File: config.mk
export PLATFORM = sky130hd
export DESIGN_NAME = i2c_tx_fifo_ctrl
export DESIGN_NICKNAME = d
export VERILOG_FILES = /design/src/rtl/i2c_fifo_pkg.sv /design/src/rtl/i2c_fifo_mem.sv /design/src/rtl/i2c_tx_fifo_ctrl.sv
export SDC_FILE = /design/constraint.sdc
export NUM_CORES = 1
export LEC_CHECK = 0
export ABC_AREA = 1
export CAP_MARGIN = 25
export CELL_PAD_IN_SITES_DETAIL_PLACEMENT = 1
export CELL_PAD_IN_SITES_GLOBAL_PLACEMENT = 1
export CORE_MARGIN = 5
export CORE_UTILIZATION = 30
export CTS_CLUSTER_SIZE = 30
export DETAILED_ROUTE_END_ITERATION = 8
export HOLD_SLACK_MARGIN = 0.05
export PLACE_DENSITY = 0.62
export REMOVE_ABC_BUFFERS = 1
export SYNTH_ARGS = -nofsm -noshare
export SYNTH_HDL_FRONTEND = slang
export SYNTH_HIERARCHICAL = 1
export SYNTH_SLANG_ARGS = --single-unit
File: constraint.sdc
create_clock -name clk -period 1.8 [get_ports clk]
set_input_delay 0.18 -clock clk [delete_from_list [all_inputs] [get_ports clk]]
set_output_delay 0.18 -clock clk [all_outputs]
set_load 0.03 [all_outputs]
File: src/rtl/i2c_fifo_pkg.sv
// Shared types, defaults and helpers for the I2C TX FIFO.
//   i2c_tx_entry_t : one TX entry, cmd (1 = read, 0 = write) plus data byte
//   eff_tl()       : clamps the TX_EMPTY threshold to DEPTH-1
package i2c_fifo_pkg;

    localparam int unsigned I2C_TX_DEPTH_DEF = 8;
    localparam int unsigned I2C_TX_DW        = 9;

    typedef struct packed {
        logic       cmd;
        logic [7:0] data;
    } i2c_tx_entry_t;

    function automatic int unsigned eff_tl(input logic [7:0] tl, input int unsigned depth);
        int unsigned t;
        t = 32'(tl);
        return (t < depth - 1) ? t : depth - 1;
    endfunction

endpackage

File: src/rtl/i2c_fifo_mem.sv
// DEPTH x DW storage for the I2C TX FIFO; not reset.
// Ports:
//   clk          clock
//   we/waddr/wdata  synchronous write port
//   raddr/rdata     asynchronous read port
module i2c_fifo_mem
    import i2c_fifo_pkg::*;
#(
    parameter int unsigned DEPTH = I2C_TX_DEPTH_DEF,
    parameter int unsigned DW    = I2C_TX_DW,
    parameter int unsigned ADDR  = $clog2(DEPTH)
) (
    input  logic            clk,
    input  logic            we,
    input  logic [ADDR-1:0] waddr,
    input  logic [DW-1:0]   wdata,
    input  logic [ADDR-1:0] raddr,
    output logic [DW-1:0]   rdata
);

    logic [DW-1:0] mem [DEPTH];

    always_ff @(posedge clk) begin
        if (we) begin
            mem[waddr] <= wdata;
        end
    end

    assign rdata = mem[raddr];

endmodule

File: src/rtl/i2c_tx_fifo_ctrl.sv
// I2C transmit command/data FIFO controller (first-word-fall-through).
// Ports:
//   clk, rst                 clock, synchronous active-high reset
//   tx_push, tx_push_data    push strobe and entry from the register file
//   tx_pop, tx_pop_data      pop strobe from the bit engine, head entry (0 when empty)
//   flush                    discard all entries; tx_over is kept
//   tx_tl                    TX_EMPTY threshold
//   clr_tx_over              clear sticky overflow
//   tx_level, tx_full, tx_empty, tx_empty_intr, tx_over   status
// Optional (macro I2C_TX_FIFO_WATERMARK_EN):
//   clr_watermark, tx_max_level   high-water mark of tx_level
module i2c_tx_fifo_ctrl
    import i2c_fifo_pkg::*;
#(
    parameter int unsigned  DEPTH = I2C_TX_DEPTH_DEF,
    parameter int unsigned  DW    = I2C_TX_DW,
    localparam int unsigned LW    = $clog2(DEPTH + 1)
) (
    input  logic          clk,
    input  logic          rst,
    input  logic          tx_push,
    input  logic [DW-1:0] tx_push_data,
    input  logic          tx_pop,
    output logic [DW-1:0] tx_pop_data,
    input  logic          flush,
    input  logic [7:0]    tx_tl,
    input  logic          clr_tx_over,
    output logic [LW-1:0] tx_level,
    output logic          tx_full,
    output logic          tx_empty,
    output logic          tx_empty_intr,
    output logic          tx_over
`ifdef I2C_TX_FIFO_WATERMARK_EN
    ,
    input  logic          clr_watermark,
    output logic [LW-1:0] tx_max_level
`endif
);

    localparam int unsigned ADDR = $clog2(DEPTH);

    logic [ADDR-1:0] wr_ptr_q, wr_ptr_d;
    logic [ADDR-1:0] rd_ptr_q, rd_ptr_d;
    logic [LW-1:0]   level_q, level_d;
    logic            over_q, over_d;
    logic            push_ok, pop_ok, over_set;
    logic            mem_we;
    logic [DW-1:0]   head;

    assign tx_full  = (level_q == LW'(DEPTH));
    assign tx_empty = (level_q == '0);

    always_comb begin
        // A pop in the same cycle frees the slot, so a push while full still goes in.
        push_ok  = tx_push && (!tx_full || tx_pop);
        pop_ok   = tx_pop && !tx_empty;
        over_set = tx_push && tx_full && !tx_pop;
        mem_we   = push_ok && !flush;

        wr_ptr_d = wr_ptr_q;
        rd_ptr_d = rd_ptr_q;
        level_d  = level_q;
        if (flush) begin
            wr_ptr_d = '0;
            rd_ptr_d = '0;
            level_d  = '0;
        end else begin
            if (push_ok) wr_ptr_d = wr_ptr_q + ADDR'(1);
            if (pop_ok)  rd_ptr_d = rd_ptr_q + ADDR'(1);
            if (push_ok && !pop_ok) begin
                level_d = level_q + LW'(1);
            end else if (pop_ok && !push_ok) begin
                level_d = level_q - LW'(1);
            end
        end

        // Set beats clear; flush leaves the flag alone.
        over_d = over_q;
        if (over_set) begin
            over_d = 1'b1;
        end else if (clr_tx_over) begin
            over_d = 1'b0;
        end
    end

    always_ff @(posedge clk) begin
        if (rst) begin
            wr_ptr_q <= '0;
            rd_ptr_q <= '0;
            level_q  <= '0;
            over_q   <= 1'b0;
        end else begin
            wr_ptr_q <= wr_ptr_d;
            rd_ptr_q <= rd_ptr_d;
            level_q  <= level_d;
            over_q   <= over_d;
        end
    end

    i2c_fifo_mem #(
        .DEPTH (DEPTH),
        .DW    (DW),
        .ADDR  (ADDR)
    ) u_mem (
        .clk   (clk),
        .we    (mem_we),
        .waddr (wr_ptr_q),
        .wdata (tx_push_data),
        .raddr (rd_ptr_q),
        .rdata (head)
    );

    assign tx_pop_data   = tx_empty ? '0 : head;
    assign tx_level      = level_q;
    assign tx_over       = over_q;
    assign tx_empty_intr = (32'(level_q) <= eff_tl(tx_tl, DEPTH));

`ifdef I2C_TX_FIFO_WATERMARK_EN
    logic [LW-1:0] max_q;

    // Track the next-state level so the mark never lags the level output.
    always_ff @(posedge clk) begin
        if (rst) begin
            max_q <= '0;
        end else if (clr_watermark) begin
            max_q <= level_q;
        end else if (level_d > max_q) begin
            max_q <= level_d;
        end
    end

    assign tx_max_level = max_q;
`endif

endmodule

==> metrics.md, run 1 <==
| Metric | Value |
|---|---|
| Outcome | `finished, violations left` |
| Maximum fanout along the worst path | `3` |
| GRT overflow | `0` |
| Iteration count of the initial detailed-routing pass | `4` |
| Setup WS post-layout | `-117 ps` |
| Worst VDD drop | `463 uV` |
| Die H | `127 um` |
| TritonCTS buffer count | `9` |
| Synthesized area | `0.00408 sq mm` |
| Top_reg_cell synth | `edfxtp_1` |
| F_max | `522 MHz` |
| Vias in the first global route | `3523` |
| Die ar. | `0.0160 sq mm` |
| Leak | `2.78 nW` |
| Clock Path Buffers | `2` |
| Register bit total from synthesis | `83` |
| Yosys top cell area share | `53.0%` |
| Post-synth top cells | `nand2_1 (144), inv_1 (104), edfxtp_1 (72), nand3_1 (41), nor2_1 (25)` |
| Hold Path Class | `in -> reg` |
| DRC Markers | `0` |
| EDFF count, synth | `72` |
| Root buf cell | `clkbuf_16` |
| TritonCTS clock tree | `built` |
| Setup tns final | `-408 ps` |
| Synth Area per Inst | `8.90 sq um` |
| CP Class | `reg -> reg` |
| Area leader, netlist | `edfxtp_1` |
| Final count of hold timing violations | `0` |
| Distinct cells, synth | `25` |
| First-pass GRT wire length | `17.9 mm` |
| Synth top area cells | `edfxtp_1 (53%), nand2_1 (13%), inv_1 (9.6%)` |
| I/O pins | `40` |
| Vias per inst | `4.55` |
| Sequential area share after synthesis | `58.4%` |
| Site Rows | `42` |
| HPWL after DPL | `7.35 mm` |
| Yosys warns | `6` |
| CP Launch Type | `flop` |
| Routed WL | `12.9 mm` |
| Unrepaired setup endpoints after global routing | `true` |
| Global-route usage over all layers | `14.6%` |
| Fraction of the cycle the final worst path needs | `107%` |
| Initial drt markers | `233` |
| CTS clk-pin slew, worst paths | `60 ps` |
| Initial core utilization | `30.7%` |
| Ant. Diodes | `0` |
| Final #Nets | `590` |
| Tmin final | `1920 ps` |
| Hold depth | `2` |
| Drt wl/cell | `17.4 um` |
| CP required | `2070 ps` |
| CTS H-tree lvls | `3` |
| Post-synth ARST share | `0%` |
| Failing checks | `negative setup slack` |
| Initial antenna violation count | `0` |
| Finished Layout Cells | `738` |
| CP Capture Type | `flop` |
| Number of port buffers | `39` |
| Most frequent cell after synthesis | `nand2_1` |
| Clk sinks | `83` |
| P per Cell Area | `861 mW/mm^2` |
| GP Congestion | `0.723` |
| Vias | `3359` |
| Gate Count Post-Synth | `458` |
| Clock Latency Late Sink | `340 ps` |
| R2R cell count | `13` |
| Critical path arrival | `2190 ps` |
| Detail Route Antenna Nets | `0` |
| Core area | `0.0133 sq mm` |
| Layout cells sized above 1 | `31.5%` |
| Layout Skew | `8.54 ps` |
| Area growth, synth to finish | `45.3%` |
| Max Cap Viol | `0` |
| Pins over their slew limit | `0` |
| Die width | `127 um` |
| Largest net degree at the start of global routing | `37` |
| Inst Count DP | `694` |
| Final setup violation count | `9` |
[layout make-up]
| class | count | area, sq um |
|---|---|---|
| Clock buffer | 9 | 225 |
| Sequential cell | 83 | 2390 |
| Tap cell | 176 | 220 |
| Fill cell | 1514 | 7370 |
| Timing Repair Buffer | 96 | 972 |
| Timing Repair inverter | 3 | 33.8 |
| Multi-Input combinational cell | 255 | 1560 |
| Clock inverter | 7 | 82.6 |
| Inverter | 109 | 435 |
[worst max-delay path, cell delays in order (launching register included)]
cell	delay, ps
dfxtp_2	340
nor2_4	190
nand4_4	120
nand2_2	110
inv_2	60
ha_4	160
inv_4	70
ha_4	190
or2_1	240
nand2_1	70
nand2_1	50
nand2_1	50
nand2_1	70
a21oi_2	130
[stage by stage]
stage / hold slack [ps] / cell area (sq um) / util, % / setup WS (ps) / total power [W]
5_1_grt: 415 / 5930 / 44.6 / -231 / 0.00531
2_1_floorplan: 249 / 3980 / - / -384 / 0.00258
6_report: 410 / 5930 / 44.6 / -117 / 0.00510
3_5_place_dp: 475 / 4820 / 36.2 / -460 / 0.00294
3_3_place_gp: 454 / 4820 / 36.2 / -290 / 0.00290
4_1_cts: 393 / 5280 / 39.7 / -106 / 0.00497
[per-layer routing]
metal	share of wire, %	vias up	global-route usage (%)	wire length, um
li1	-	1619	-	-
met1	41	1655	16.6	5220
met2	55	68	26.3	7020
met3	2.8	17	4.08	359
met4	2.1	0	4.92	266
met5	0	-	0	0
[report_power, final]
| part | switching (W) | internal (W) |
|---|---|---|
| combinational | 0.000583 | 0.000432 |
| sequential | 0.0000246 | 0.00212 |
| clock | 0.000745 | 0.00120 |
| total | 0.00135 | 0.00375 |
[final timing paths]
check | startpoint | slack (ps) | to
worst max-delay path | tx_level[0] | -120 | tx_level[3]
worst min register to register | tx_over | 480 | tx_over
worst max register to register | tx_level[0] | -120 | tx_level[3]
worst min-delay path | rst | 410 | tx_over
[cell families (layout without fill, tap and decap cells)]
group / count (synthesis) / in the layout / synth area share, %
xor gates and xnor gates: 3 / 3 / 0.644
and+or+nand+nor: 223 / 223 / 22.9
buffers and inverters: 120 / 224 / 12.5
AOI/OAI and AO/OA: 18 / 18 / 2.21
DFF: 83 / 83 / 58.4
adders and majority gates: 10 / 10 / 3.25
other: 1 / 1 / 0.0920
[timing repair]
action                     in CTS  in global routing
gates cloned                    0                 10
buffers inserted               12                  7
hold buffers                    0                  0
gates resized for setup        38                112
pin swaps                      11                 64
setup endpoints to repair      15                 62
[registers in the layout, summed over array words and instances (netlist names)]
| name | count |
|---|---|
| u_mem/mem | 72 |
| tx_level | 4 |
| rd_ptr_q | 3 |
| wr_ptr_q | 3 |
| tx_over | 1 |
[cell usage in the layout, fill, tap and decap left out, drive strengths merged]
cell and n:
clkdlybuf4s50 19, dlygate4sd2 8, xor2 3, a21oi 12
nor2 27, clkinvlp 1, o21ai 6, clkinv 6
nand2 148, inv 110, nand4 4, dfxtp 11
ha 9, or2 3, buf 63, edfxtp 72
nand3 41, bufinv 2, fa 1, clkbuf 15
conb 1
(Power assumes the default switching activity.)
==> run 2, diff against run 1 <==
- MAX_ROUTING_LAYER: not set -> met4
==> run 2 against run 1 <==
Effect of this change: the flow still finishes with violations (negative setup slack); final cell count is the same; setup slack worse by 5.0 ps; wire length up 0.42%; register-to-register slack barely moved; fmax shrank 0.26%; via count about the same; count of clock-buffer cells in the layout stayed put; die area unchanged; hold slack got worse by 11 ps; clock power barely moved; power grew 0.40%.
==> metrics.md, run 2 (synthesis gave the netlist of run 1 again) <==
| Metric | Value |
|---|---|
| Ant. Diodes | `0` |
| Layout cells sized above 1 | `31.7%` |
| Total power | `0.00512 W` |
| Setup WS post-layout | `-122 ps` |
| Cell mode on critical path | `nand2_1` |
| Final #Nets | `590` |
| Vias per inst | `4.55` |
| Global-route usage over all layers | `15.0%` |
| CP Class | `reg -> reg` |
| CTS H-tree lvls | `3` |
| First-pass GRT wire length | `18.0 mm` |
| HPWL after DPL | `7.35 mm` |
| Unrepaired setup endpoints after global routing | `true` |
| GRT overflow | `0` |
| Worst path cell trace | `nor2_4 -> nand4_4 -> nand2_2 -> inv_2 -> ha_4 -> inv_4 -> ha_4 -> or2_1 -> nand2_1 -> nand2_1 -> nand2_1 -> nand2_1 -> a21oi_2` |
| Clk sinks | `83` |
| Number of port buffers | `39` |
| Final setup violation count | `9` |
| Clock Latency Late Sink | `350 ps` |
| CTS clk-pin slew, worst paths | `60 ps` |
| Outcome | `finished, violations left` |
| Routed WL | `12.9 mm` |
| Core area | `0.0133 sq mm` |
| Initial drt markers | `229` |
| Failing checks | `negative setup slack` |
| DRC Markers | `0` |
| Largest net degree at the start of global routing | `37` |
| Vias | `3356` |
| Root buf cell | `clkbuf_16` |
| F_max | `520 MHz` |
| Pins over their slew limit | `0` |
| CP Capture Type | `flop` |
| Clock Path Buffers | `2` |
| Critical path arrival | `2200 ps` |
| Iteration count of the initial detailed-routing pass | `4` |
| Die ar. | `0.0160 sq mm` |
| Placed cell area | `0.00482 sq mm` |
| Leak | `2.78 nW` |
| I/O pins | `40` |
| Leading cell type in the layout, fill and taps excluded | `nand2_1` |
| Core Util, Final | `44.6%` |
| Initial core utilization | `30.7%` |
| Max FFs per register | `72` |
| Die width | `127 um` |
| CP Launch Type | `flop` |
| TritonCTS clock tree | `built` |
| Setup tns final | `-472 ps` |
| Hold Path Class | `in -> reg` |
| Die H | `127 um` |
| P per Cell Area | `864 mW/mm^2` |
| GP Congestion | `0.732` |
| Fraction of the cycle the final worst path needs | `107%` |
| Worst VDD drop | `477 uV` |
| Detail Route Antenna Nets | `0` |
| CP required | `2070 ps` |
| Site Rows | `42` |
| Pre-CTS WS | `-460 ps` |
| Max stage delay cell, worst path | `dfxtp_2` |
| Area growth, synth to finish | `45.4%` |
| Vias in the first global route | `3516` |
| Worst stage delay on the critical path | `340 ps` |
| Maximum fanout along the worst path | `3` |
| TritonCTS buffer count | `9` |
| Commonest cells after routing, fill and taps aside | `nand2_1 (115), inv_1 (98), edfxtp_1 (72)` |
| Layout Skew | `12.6 ps` |
| Final count of hold timing violations | `0` |
| Initial antenna violation count | `0` |
| Tmin final | `1920 ps` |
| Final Cell Area | `0.00593 sq mm` |
| Max Cap Viol | `0` |
| Reg with most FFs | `u_mem/mem` |
| Drt wl/cell | `17.5 um` |
-- run 2: path summary, 6_finish.rpt --
path,slack [ps],from,endpoint,cells after the start
worst max-delay path,-120,tx_level[0],tx_level[3],13
worst min-delay path,400,rst,tx_over,2
worst max register to register,-120,tx_level[0],tx_level[3],13
worst min register to register,480,tx_over,tx_over,2
-- run 2: stage by stage --
stage,hold slack [ps],instances
2_1_floorplan,249,447
3_3_place_gp,454,694
3_5_place_dp,475,694
4_1_cts,393,722
5_1_grt,414,738
6_report,399,738
-- run 2: final cells by class --
cell class | instances | area [sq um]
clock buffer | 9 | 225
clock inverter | 7 | 82.6
fill | 1514 | 7370
inverter | 109 | 435
multi-input combinational | 255 | 1560
sequential | 83 | 2390
tap | 176 | 220
timing repair buffer | 96 | 976
timing repair inverter | 3 | 33.8
-- run 2: report_power, final --
group / switching [W] / internal [W]
Combinational: 0.000584 / 0.000432
Sequential: 0.0000246 / 0.00212
Clock: 0.000764 / 0.00120
Total: 0.00137 / 0.00375
-- run 2: critical path, delay by kind of cell (launching register included) --
family | cells | cell delay (ps)
AOI/OAI and AO/OA | 1 | 130
buffers and inverters | 2 | 130
and+or+nand+nor | 8 | 900
DFF | 1 | 340
adders and majority gates | 2 | 360
-- run 2: repair_timing --
item / 4_1_cts / 5_1_grt
resized for setup: 38 / 115
hold endpoints to repair: 0 / 0
hold buffers: 0 / 0
cloned: 0 / 10
setup endpoints to repair: 15 / 63
pin swaps: 11 / 68
buffers inserted: 12 / 7
-- run 2: per-layer routing --
metal	global-route usage [%]	vias up	wire, um
li1	-	1620	-
met5	-	-	0
met3	3.45	17	511
met2	26.4	68	6890
met4	5.49	0	295
met1	16.6	1651	5220
